## src/rtl/audio_adc_rx_if.sv

```systemverilog
// Stereo pair valid/ready bus between the ADC receiver (master) and the
// downstream audio consumer (slave).
interface audio_adc_rx_if #(
    parameter int DATA_WIDTH = 16
);
    logic [DATA_WIDTH-1:0] oLEFT_DATA;
    logic [DATA_WIDTH-1:0] oRIGHT_DATA;
    logic                  oVALID;
    logic                  iREADY;

    modport master (
        output oLEFT_DATA,
        output oRIGHT_DATA,
        output oVALID,
        input  iREADY
    );

    modport slave (
        input  oLEFT_DATA,
        input  oRIGHT_DATA,
        input  oVALID,
        output iREADY
    );
endinterface

```

## src/rtl/audio_adc_rx.sv

```systemverilog
// Oversampling left-justified ADC receiver with a one-entry valid/ready pair buffer.
// Optional peak meter output oPEAK is built only when AUD_RX_PEAK_EN is defined.
module audio_adc_rx #(
    parameter int DATA_WIDTH    = 16,
    parameter int SYNC_STAGES   = 2,
    parameter int OVR_CNT_WIDTH = 8
) (
    input  logic                     iCLK_18_4,
    input  logic                     iRST_N,
    input  logic                     iEN,
    input  logic                     iAUD_BCK,
    input  logic                     iAUD_LRCK,
    input  logic                     iAUD_ADCDAT,
    input  logic                     iCLR_ERR,
    output logic                     oOVERRUN,
    output logic [OVR_CNT_WIDTH-1:0] oOVR_CNT,
    output logic                     oFRAME_ERR,
`ifdef AUD_RX_PEAK_EN
    output logic [DATA_WIDTH-2:0]    oPEAK,
`endif
    audio_adc_rx_if.master           aud_if
);
    localparam int               CNT_W  = $clog2(DATA_WIDTH + 1);
    localparam logic [CNT_W-1:0] DW_CNT = CNT_W'(DATA_WIDTH);

    typedef enum logic [1:0] {
        ST_ALIGN = 2'd0,
        ST_LEFT  = 2'd1,
        ST_RIGHT = 2'd2
    } state_t;

    state_t                  state_r, state_nx_s;
    logic [SYNC_STAGES-1:0]  bck_sync_r, lr_sync_r, dat_sync_r;
    logic                    bck_prev_r, lr_prev_r;
    logic [SYNC_STAGES:0]    prime_r;
    logic [DATA_WIDTH-1:0]   shift_r, left_word_r, right_word_r, aligned_s;
    logic [CNT_W-1:0]        bit_cnt_r, shamt_s;
    logic                    pair_done_r;
    logic [DATA_WIDTH-1:0]   out_left_r, out_right_r;
    logic                    out_valid_r, overrun_r, frame_err_r;
    logic [OVR_CNT_WIDTH-1:0] ovr_cnt_r;
    logic                    primed_s, bck_s, lr_s, dat_s;
    logic                    bck_rise_s, lr_rise_s, lr_fall_s;
    logic                    restart_s, shift_en_s, latch_left_s, latch_right_s, latch_s;
    logic                    load_s, xfer_s, ovr_ev_s, ferr_ev_s;

    // Synchronize the serial pins and keep one delayed copy for edge detection
    always_ff @(posedge iCLK_18_4) begin
        if (!iRST_N) begin
            bck_sync_r <= '0;
            lr_sync_r  <= '0;
            dat_sync_r <= '0;
            bck_prev_r <= 1'b0;
            lr_prev_r  <= 1'b0;
            prime_r    <= '0;
        end else begin
            bck_sync_r <= {bck_sync_r[SYNC_STAGES-2:0], iAUD_BCK};
            lr_sync_r  <= {lr_sync_r[SYNC_STAGES-2:0], iAUD_LRCK};
            dat_sync_r <= {dat_sync_r[SYNC_STAGES-2:0], iAUD_ADCDAT};
            bck_prev_r <= bck_sync_r[SYNC_STAGES-1];
            lr_prev_r  <= lr_sync_r[SYNC_STAGES-1];
            prime_r    <= {prime_r[SYNC_STAGES-1:0], 1'b1};
        end
    end

    // Edges are ignored until the pipeline holds real pin values, so a reset
    // while LRCK is high cannot fake an lr_rise mid-frame.
    assign primed_s   = prime_r[SYNC_STAGES];
    assign bck_s      = bck_sync_r[SYNC_STAGES-1];
    assign lr_s       = lr_sync_r[SYNC_STAGES-1];
    assign dat_s      = dat_sync_r[SYNC_STAGES-1];
    assign bck_rise_s = primed_s & bck_s & ~bck_prev_r;
    assign lr_rise_s  = primed_s & lr_s & ~lr_prev_r;
    assign lr_fall_s  = primed_s & ~lr_s & lr_prev_r;

    // FSM state register
    always_ff @(posedge iCLK_18_4) begin
        if (!iRST_N) begin
            state_r <= ST_ALIGN;
        end else begin
            state_r <= state_nx_s;
        end
    end

    // Next-state and channel control decode
    always_comb begin
        state_nx_s    = state_r;
        restart_s     = 1'b0;
        shift_en_s    = 1'b0;
        latch_left_s  = 1'b0;
        latch_right_s = 1'b0;
        if (!iEN) begin
            state_nx_s = ST_ALIGN;
        end else begin
            case (state_r)
                ST_ALIGN: begin
                    if (lr_rise_s) begin
                        restart_s  = 1'b1;
                        state_nx_s = ST_LEFT;
                    end else begin
                        state_nx_s = ST_ALIGN;
                    end
                end
                ST_LEFT: begin
                    if (lr_fall_s) begin
                        latch_left_s = 1'b1;
                        restart_s    = 1'b1;
                        state_nx_s   = ST_RIGHT;
                    end else begin
                        shift_en_s = bck_rise_s;
                    end
                end
                ST_RIGHT: begin
                    if (lr_rise_s) begin
                        latch_right_s = 1'b1;
                        restart_s     = 1'b1;
                        state_nx_s    = ST_LEFT;
                    end else begin
                        shift_en_s = bck_rise_s;
                    end
                end
                default: state_nx_s = ST_ALIGN;
            endcase
        end
    end

    // A short word is left-aligned: received bits move up to the MSB end
    assign latch_s   = latch_left_s | latch_right_s;
    assign shamt_s   = DW_CNT - bit_cnt_r;
    assign aligned_s = shift_r << shamt_s;
    assign ferr_ev_s = latch_s & (bit_cnt_r != DW_CNT);

    // Shift register, bit counter and per-channel word capture
    always_ff @(posedge iCLK_18_4) begin
        if (!iRST_N) begin
            shift_r      <= '0;
            bit_cnt_r    <= '0;
            left_word_r  <= '0;
            right_word_r <= '0;
            pair_done_r  <= 1'b0;
        end else begin
            if (restart_s) begin
                // A BCK rise coinciding with the LRCK edge is the new channel's MSB
                shift_r   <= bck_rise_s ? {{(DATA_WIDTH-1){1'b0}}, dat_s} : '0;
                bit_cnt_r <= bck_rise_s ? CNT_W'(1) : '0;
            end else if (shift_en_s && (bit_cnt_r != DW_CNT)) begin
                shift_r   <= {shift_r[DATA_WIDTH-2:0], dat_s};
                bit_cnt_r <= bit_cnt_r + CNT_W'(1);
            end
            if (latch_left_s) begin
                left_word_r <= aligned_s;
            end
            if (latch_right_s) begin
                right_word_r <= aligned_s;
            end
            pair_done_r <= latch_right_s;
        end
    end

    assign xfer_s   = out_valid_r & aud_if.iREADY;
    assign load_s   = pair_done_r & (~out_valid_r | aud_if.iREADY);
    assign ovr_ev_s = pair_done_r & out_valid_r & ~aud_if.iREADY;

    // One-entry output buffer
    always_ff @(posedge iCLK_18_4) begin
        if (!iRST_N) begin
            out_left_r  <= '0;
            out_right_r <= '0;
            out_valid_r <= 1'b0;
        end else if (load_s) begin
            out_left_r  <= left_word_r;
            out_right_r <= right_word_r;
            out_valid_r <= 1'b1;
        end else if (xfer_s) begin
            out_valid_r <= 1'b0;
        end
    end

    // Sticky error flags; a new error in the clear cycle takes priority
    always_ff @(posedge iCLK_18_4) begin
        if (!iRST_N) begin
            overrun_r   <= 1'b0;
            ovr_cnt_r   <= '0;
            frame_err_r <= 1'b0;
        end else begin
            if (ovr_ev_s) begin
                overrun_r <= 1'b1;
                if (iCLR_ERR) begin
                    ovr_cnt_r <= OVR_CNT_WIDTH'(1);
                end else if (ovr_cnt_r != {OVR_CNT_WIDTH{1'b1}}) begin
                    ovr_cnt_r <= ovr_cnt_r + OVR_CNT_WIDTH'(1);
                end
            end else if (iCLR_ERR) begin
                overrun_r <= 1'b0;
                ovr_cnt_r <= '0;
            end
            if (ferr_ev_s) begin
                frame_err_r <= 1'b1;
            end else if (iCLR_ERR) begin
                frame_err_r <= 1'b0;
            end
        end
    end

    assign aud_if.oLEFT_DATA  = out_left_r;
    assign aud_if.oRIGHT_DATA = out_right_r;
    assign aud_if.oVALID      = out_valid_r;
    assign oOVERRUN           = overrun_r;
    assign oOVR_CNT           = ovr_cnt_r;
    assign oFRAME_ERR         = frame_err_r;

`ifdef AUD_RX_PEAK_EN
    logic [DATA_WIDTH-2:0] peak_r, abs_s;

    function automatic logic [DATA_WIDTH-2:0] abs_clamp(input logic [DATA_WIDTH-1:0] w);
        logic [DATA_WIDTH-1:0] mag;
        mag = w[DATA_WIDTH-1] ? (~w + {{(DATA_WIDTH-1){1'b0}}, 1'b1}) : w;
        if (mag[DATA_WIDTH-1]) begin
            abs_clamp = '1;
        end else begin
            abs_clamp = mag[DATA_WIDTH-2:0];
        end
    endfunction

    assign abs_s = abs_clamp(aligned_s);

    // Peak magnitude of latched words since the last error clear
    always_ff @(posedge iCLK_18_4) begin
        if (!iRST_N) begin
            peak_r <= '0;
        end else if (latch_s) begin
            if (iCLR_ERR || (abs_s > peak_r)) begin
                peak_r <= abs_s;
            end
        end else if (iCLR_ERR) begin
            peak_r <= '0;
        end
    end

    assign oPEAK = peak_r;
`endif
endmodule
```

## src/flat_wrapper.sv

```systemverilog
// flat-port wrapper written by rule: the top's interface ports become plain ports
module audio_adc_rx_flat 
#(
    parameter int DATA_WIDTH    = 16,
    parameter int SYNC_STAGES   = 2,
    parameter int OVR_CNT_WIDTH = 8
)
  (iCLK_18_4, iRST_N, iEN, iAUD_BCK, iAUD_LRCK, iAUD_ADCDAT, iCLR_ERR, oOVERRUN, oOVR_CNT, oFRAME_ERR, aud_if_oLEFT_DATA, aud_if_oRIGHT_DATA, aud_if_oVALID, aud_if_iREADY);
  audio_adc_rx_if #(.DATA_WIDTH(DATA_WIDTH)) aud_if_i ();
  input  logic iCLK_18_4;
  input  logic iRST_N;
  input  logic iEN;
  input  logic iAUD_BCK;
  input  logic iAUD_LRCK;
  input  logic iAUD_ADCDAT;
  input  logic iCLR_ERR;
  output logic oOVERRUN;
  output logic [OVR_CNT_WIDTH-1:0] oOVR_CNT;
  output logic oFRAME_ERR;
  output wire logic [$bits(aud_if_i.oLEFT_DATA)-1:0] aud_if_oLEFT_DATA;
  output wire logic [$bits(aud_if_i.oRIGHT_DATA)-1:0] aud_if_oRIGHT_DATA;
  output wire logic [$bits(aud_if_i.oVALID)-1:0] aud_if_oVALID;
  input wire logic [$bits(aud_if_i.iREADY)-1:0] aud_if_iREADY;
  assign aud_if_oLEFT_DATA = aud_if_i.oLEFT_DATA;
  assign aud_if_oRIGHT_DATA = aud_if_i.oRIGHT_DATA;
  assign aud_if_oVALID = aud_if_i.oVALID;
  assign aud_if_i.iREADY = aud_if_iREADY;
  audio_adc_rx #(.DATA_WIDTH(DATA_WIDTH), .SYNC_STAGES(SYNC_STAGES), .OVR_CNT_WIDTH(OVR_CNT_WIDTH)) u_core (.iCLK_18_4(iCLK_18_4), .iRST_N(iRST_N), .iEN(iEN), .iAUD_BCK(iAUD_BCK), .iAUD_LRCK(iAUD_LRCK), .iAUD_ADCDAT(iAUD_ADCDAT), .iCLR_ERR(iCLR_ERR), .oOVERRUN(oOVERRUN), .oOVR_CNT(oOVR_CNT), .oFRAME_ERR(oFRAME_ERR), .aud_if(aud_if_i));
endmodule
```

## config.mk

```make
export PLATFORM = sky130hd
export DESIGN_NAME = audio_adc_rx_flat
export DESIGN_NICKNAME = d
export VERILOG_FILES = /design/src/rtl/audio_adc_rx_if.sv /design/src/rtl/audio_adc_rx.sv /design/src/flat_wrapper.sv
export SDC_FILE = /design/constraint.sdc
export NUM_CORES = 1
export LEC_CHECK = 0
export CAP_MARGIN = 40
export CORE_MARGIN = 3
export CORE_UTILIZATION = 30
export CTS_BUF_LIST = sky130_fd_sc_hd__clkbuf_16
export DETAILED_ROUTE_END_ITERATION = 16
export HOLD_SLACK_MARGIN = 0.05
export PLACE_DENSITY = 0.56
export SLEW_MARGIN = 30
export SYNTH_ARGS = -nofsm -noshare
export SYNTH_HDL_FRONTEND = slang
export SYNTH_SLANG_ARGS = --single-unit
```

## constraint.sdc

```tcl
create_clock -name iCLK_18_4 -period 3.7 [get_ports iCLK_18_4]
set_clock_uncertainty 0.15 [all_clocks]
set_input_delay 0.74 -clock iCLK_18_4 [delete_from_list [all_inputs] [get_ports iCLK_18_4]]
set_output_delay 0.74 -clock iCLK_18_4 [all_outputs]
set_load 0.02 [all_outputs]
```

# Yosys cells after proc, flatten, opt, wreduce, memory -nomap -nowiden
# Cells that the tools add are included.
# op_classes
n_addsub,3
multipliers,0
n_div,0
order_cmp,0
eq_ne,6
n_shift,1
n_mux,32
bitwise,18
reduce_logical,11
# op_table
op,n
$mux 16,2
$mux 8,4
$mux 1,19
$shl 16x5->16,1
$and 1x1->1,11
$mux 5,2
$reduce_bool 2->1,5
$add 8x1->8 const B,1
$ne 8x8->1 const B,1
$pmux 2 s3,1
$reduce_and 2->1,3
$add 5x1->5 const B,1
$ne 5x5->1 const B,1
$not 1->1,5
$sub 5x5->5 const A,1
$mux 2,2
$ne 2x1->1 const B,2
$pmux 1 s2,2
$eq 2x1->1 const B,1
$eq 2x2->1 const B,1
$logic_not 2->1,1
$or 1x1->1,2
$reduce_or 2->1,1
$logic_and 1x1->1,1
# totals
reg_bits,110
latchBits,0
ramBits,0
mem_bits_ro,0
inputBits,8
out_inout_bits,43
mem_count,0

# Depth between registers and ports, before layout
# logic_depth
depth_word,9
mapped_depth,12
ltp_nobuf,8

# Least setup slack after synthesis
# OpenSTA, ideal clock, no wires.
# synth_timing
path_type,reg2reg
startpoint,reg u_core.bit_cnt_r[0]
endpoint,reg u_core.left_word_r[9]
setup_time_ps,74
arrival_time_ps,2497
t_required_ps,3476
path_slack_ps,979
path_stages_with_launch,12
period_less_slack_ps,2721
path_cell_list,dfxtp_1 -> buf_6 -> clkinv_1 -> ha_1 -> clkbuf_2 -> nor3b_1 -> ha_1 -> or2_2 -> o22a_1 -> buf_6 -> a211o_1 -> a31oi_1
# synth_between
elab_chain_len,2
# synth_rtl
element,line_no,source
start: declaration,audio_adc_rx.sv:37,"logic [CNT_W-1:0] bit_cnt_r, shamt_s;"
start signal: assignment,audio_adc_rx.sv:145,bit_cnt_r <= bck_rise_s ? CNT_W'(1) : '0;
start signal: assignment,audio_adc_rx.sv:148,bit_cnt_r <= bit_cnt_r + CNT_W'(1);
$sub 5x5->5,audio_adc_rx.sv:129,assign shamt_s = DW_CNT - bit_cnt_r;
$shl 16x5->16,audio_adc_rx.sv:130,assign aligned_s = shift_r << shamt_s;
end signal: assignment,audio_adc_rx.sv:151,left_word_r <= aligned_s;
end: declaration,audio_adc_rx.sv:36,"logic [DATA_WIDTH-1:0] shift_r, left_word_r, right_word_r, aligned_s;"
# Every way passes these cells.
# A chain may end at the register's enable or synchronous reset.

# Worst setup path in the final report
# layout_timing
startpoint,reg u_core.bit_cnt_r[0]
endpoint,reg u_core.left_word_r[11]
# Same word-level chain as after synthesis.

==> summary.md <==
| Metric | Value |
|---|---|
| Outcome | `finished clean` |
| Critical Path End Type | `register` |
| DR WL/cell | `approximately 14 um` |
| Worst-Margin Slew | `0.715 ns` |
| Layout area overhead | `19.4%` |
| Max-cap violations | `0` |
| # DRC | `0` |
| Area share of the largest cell type after synthesis | `0.437` |
| Number of flops mapped to enable cells by yosys | `0` |
| DP HPWL | `between 8000 and 9000 um` |
| Post-route setup slack | `roughly 0.87 ns` |
| Die area | `roughly 18000 um^2` |
| Clk buf depth | `2` |
| DP Area | `5710 um^2` |
| # diodes | `0` |
| RSZ-0062 raised after global routing | `false` |
| Final Cycle Share | `0.766` |
| DRT Pass-1 Iters | `5` |
| Yosys reg bits | `110` |
| Cell count after synthesis | `approximately 570` |
| First-pass GRT wire length | `between 15000 and 20000 um` |
| Starting density of the core | `0.312` |
| Asr flop ratio synth | `0` |
| TritonCTS Buffers | `9` |
| Clk_lat worst skew | `between 0.3 and 0.4 ns` |
| GP Congestion | `around 0.9` |
| Row count | `46` |
| Lkg Pwr | `1.98 nW` |
| Largest net degree at the start of global routing | `77` |
| Synthesized cell area | `roughly 5000 um^2` |
| Core area | `~16000 um^2` |
| Netlist cell types | `just under 60` |
| DR vias | `4068` |
| CTS Hold Bufs | `0` |
| Crit path max fanout | `18` |
| Final ANT Viol Nets | `0` |
| Fmax achieved | `353 MHz` |
| Data required time of the critical path | `3.80 ns` |
| GRT overflow | `0` |
| WP data arrival | `roughly 3 ns` |
| Initial antenna violation count | `0` |
| Main flop type after synthesis | `dfxtp_1` |
| Fin. max-slew vios | `0` |
| Seq/Total Area, Yosys | `0.437` |
| Fin nets | `622` |
| H-tree depth | `3` |
| Setup violations, final | `0` |
| Clock root cell | `clkbuf_16` |
| Crit path kind | `register to register` |
| Final Util | `0.372` |
| Synth area leaders | `dfxtp_1 44%, nand2_1 8.0%, a21boi_0 6.3%` |
| DRT iter0 DRCs | `between 200 and 250` |
| Clock Sinks | `between 100 and 150` |
| Fin crit period | `between 2 and 3 ns` |
| Post-Place Setup Slack | `0.876 ns` |
| Hold Vio Cnt, Final | `0` |
| Cell area after layout | `between 6000 and 7000 um^2` |
| Worst-path clk slew | `0.08 ns` |
| Cts repair resizes | `0` |
| Die Ht | `around 140 um` |
| Syn Nets | `approximately 590` |
| Warnings, synthesis | `0` |
| I/O Buffers | `50` |
| Avg Inst Size Synth | `between 8 and 9 um^2` |
| Hold Path Class | `register to register` |
| Setup bufs post-CTS | `0` |
| I/O pin count | `between 50 and 60` |
| Share of cells above drive strength 1 | `0.0818` |
| Max IR drop VDD | `0.213 mV` |
| Type of origin of the critical path | `register` |
| Final wirelength | `11300 um` |
| PwrDens | `between 300 and 400 nW/um^2` |
| DR vias/cell | `between 4 and 5` |
| Gr usage total | `0.128` |
| Final setup TNS | `0 ns` |
| Die width | `between 100 and 150 um` |
| CTS tree | `yes` |
| Largest area contributor in the netlist | `dfxtp_1` |
| Vias in the first global route | `approximately 3800` |
| Max-slew headroom | `0.519` |
[final timing paths]
| kind | cells past startpoint | slack (ns) | end | from |
|---|---|---|---|---|
| max | 7 | 0.87 | u_core.left_word_r[11] | u_core.bit_cnt_r[0] |
| min | 1 | 0.29 | u_core.lr_sync_r[1] | u_core.lr_sync_r[0] |
| max reg2reg | 7 | 0.87 | u_core.left_word_r[11] | u_core.bit_cnt_r[0] |
| min reg2reg | 1 | 0.29 | u_core.lr_sync_r[1] | u_core.lr_sync_r[0] |
[cell families after synthesis]
logic type,Yosys count,share of synthesized area
buffers and inverters,48,0.0429
flip-flops,110,0.437
XOR/XNOR,7,0.0122
adder cells (fa/ha/maj),8,0.0199
AND/OR/NAND/NOR,224,0.207
AO/OA/AOI/OAI,131,0.179
multiplexers,43,0.102
[state kept, by name, summed over array words and instances (netlist names)]
signal	count
u_core.aud_if.oLEFT_DATA	16
u_core.aud_if.oRIGHT_DATA	16
u_core.aud_if.oVALID	1
u_core.bck_prev_r	1
u_core.bck_sync_r	2
u_core.bit_cnt_r	5
u_core.dat_sync_r	2
u_core.left_word_r	16
u_core.lr_prev_r	1
u_core.lr_sync_r	2
u_core.oFRAME_ERR	1
u_core.oOVERRUN	1
u_core.oOVR_CNT	8
u_core.pair_done_r	1
u_core.prime_r	3
u_core.right_word_r	16
u_core.shift_r	16
u_core.state_r	2
[cell type report]
cell class	count	area [um^2]
well taps	216	270
fillers	1637	10200
inverters	12	45.0
clock inverters	7	81.3
flip-flops and latches	110	2200
repair buffers	60	567
multi-input cells	413	2630
clock buffers	9	225
[per-stage QoR]
stage	hold slack, ns	total power, mW	instances
finish	0.286	2.22	827
CTS	0.288	2.26	827
detailed placement	0.268	1.27	811
floorplan	0.262	1.25	571
global route	0.316	2.31	827
global placement	0.266	1.27	810
[cells in the mapped netlist (3+ instances only)]
| cell | instances |
|---|---|
| a211oi_1 | 3 |
| a21boi_0 | 42 |
| a21oi_1 | 15 |
| a31oi_1 | 10 |
| and2_1 | 20 |
| and3_1 | 3 |
| and3b_1 | 3 |
| buf_2 | 3 |
| buf_4 | 4 |
| clkbuf_1 | 23 |
| dfxtp_1 | 110 |
| ha_1 | 8 |
| inv_1 | 11 |
| mux2_2 | 10 |
| mux2i_1 | 28 |
| mux4_2 | 3 |
| nand2_1 | 108 |
| nand3_1 | 16 |
| nand3b_1 | 3 |
| nand4_1 | 8 |
| nor2_1 | 38 |
| nor3_1 | 5 |
| nor3b_1 | 3 |
| nor4_1 | 3 |
| o211ai_1 | 4 |
| o21ai_0 | 25 |
| o22ai_1 | 3 |
| o31ai_1 | 8 |
| or2_2 | 3 |
| xnor2_1 | 5 |
[power by group]
group | total [mW] | leakage, nW | internal (mW) | switching (mW)
sequential | 1.19 | 0.888 | 1.19 | 0.00340
clock | 0.983 | 0.152 | 0.534 | 0.449
combinational | 0.0466 | 0.936 | 0.0205 | 0.0261
[worst max-delay path, cell delays in order, from the launching register on]
cell and delay, ns:
dfxtp_1 0.34, clkinv_1 0.22, ha_1 0.79, mux2i_1 0.46, mux2_2 0.29, o22ai_1 0.11
a221oi_1 0.30, nor2_1 0.07
[metal layers]
metal | routed length (um) | GRT usage | up-vias
met5 | 0 | 0 | -
met4 | 260 | 0.0577 | 0
met3 | 426 | 0.0297 | 18
met2 | 5050 | 0.196 | 89
met1 | 5570 | 0.172 | 1884
li1 | - | - | 2077
[cells in the final DEF, fill, tap and decap left out, types with 9 or more instances in the layout]
cell / instances
o21ai_0: 25
a31oi_1: 10
nand3_1: 16
clkdlybuf4s50_1: 49
and2_1: 20
buf_4: 9
inv_1: 11
mux2i_1: 28
mux2_2: 10
nand2_1: 108
nor2_1: 38
a21oi_1: 15
dfxtp_1: 110
a21boi_0: 42
clkbuf_16: 9
(Power assumes the default switching activity.)
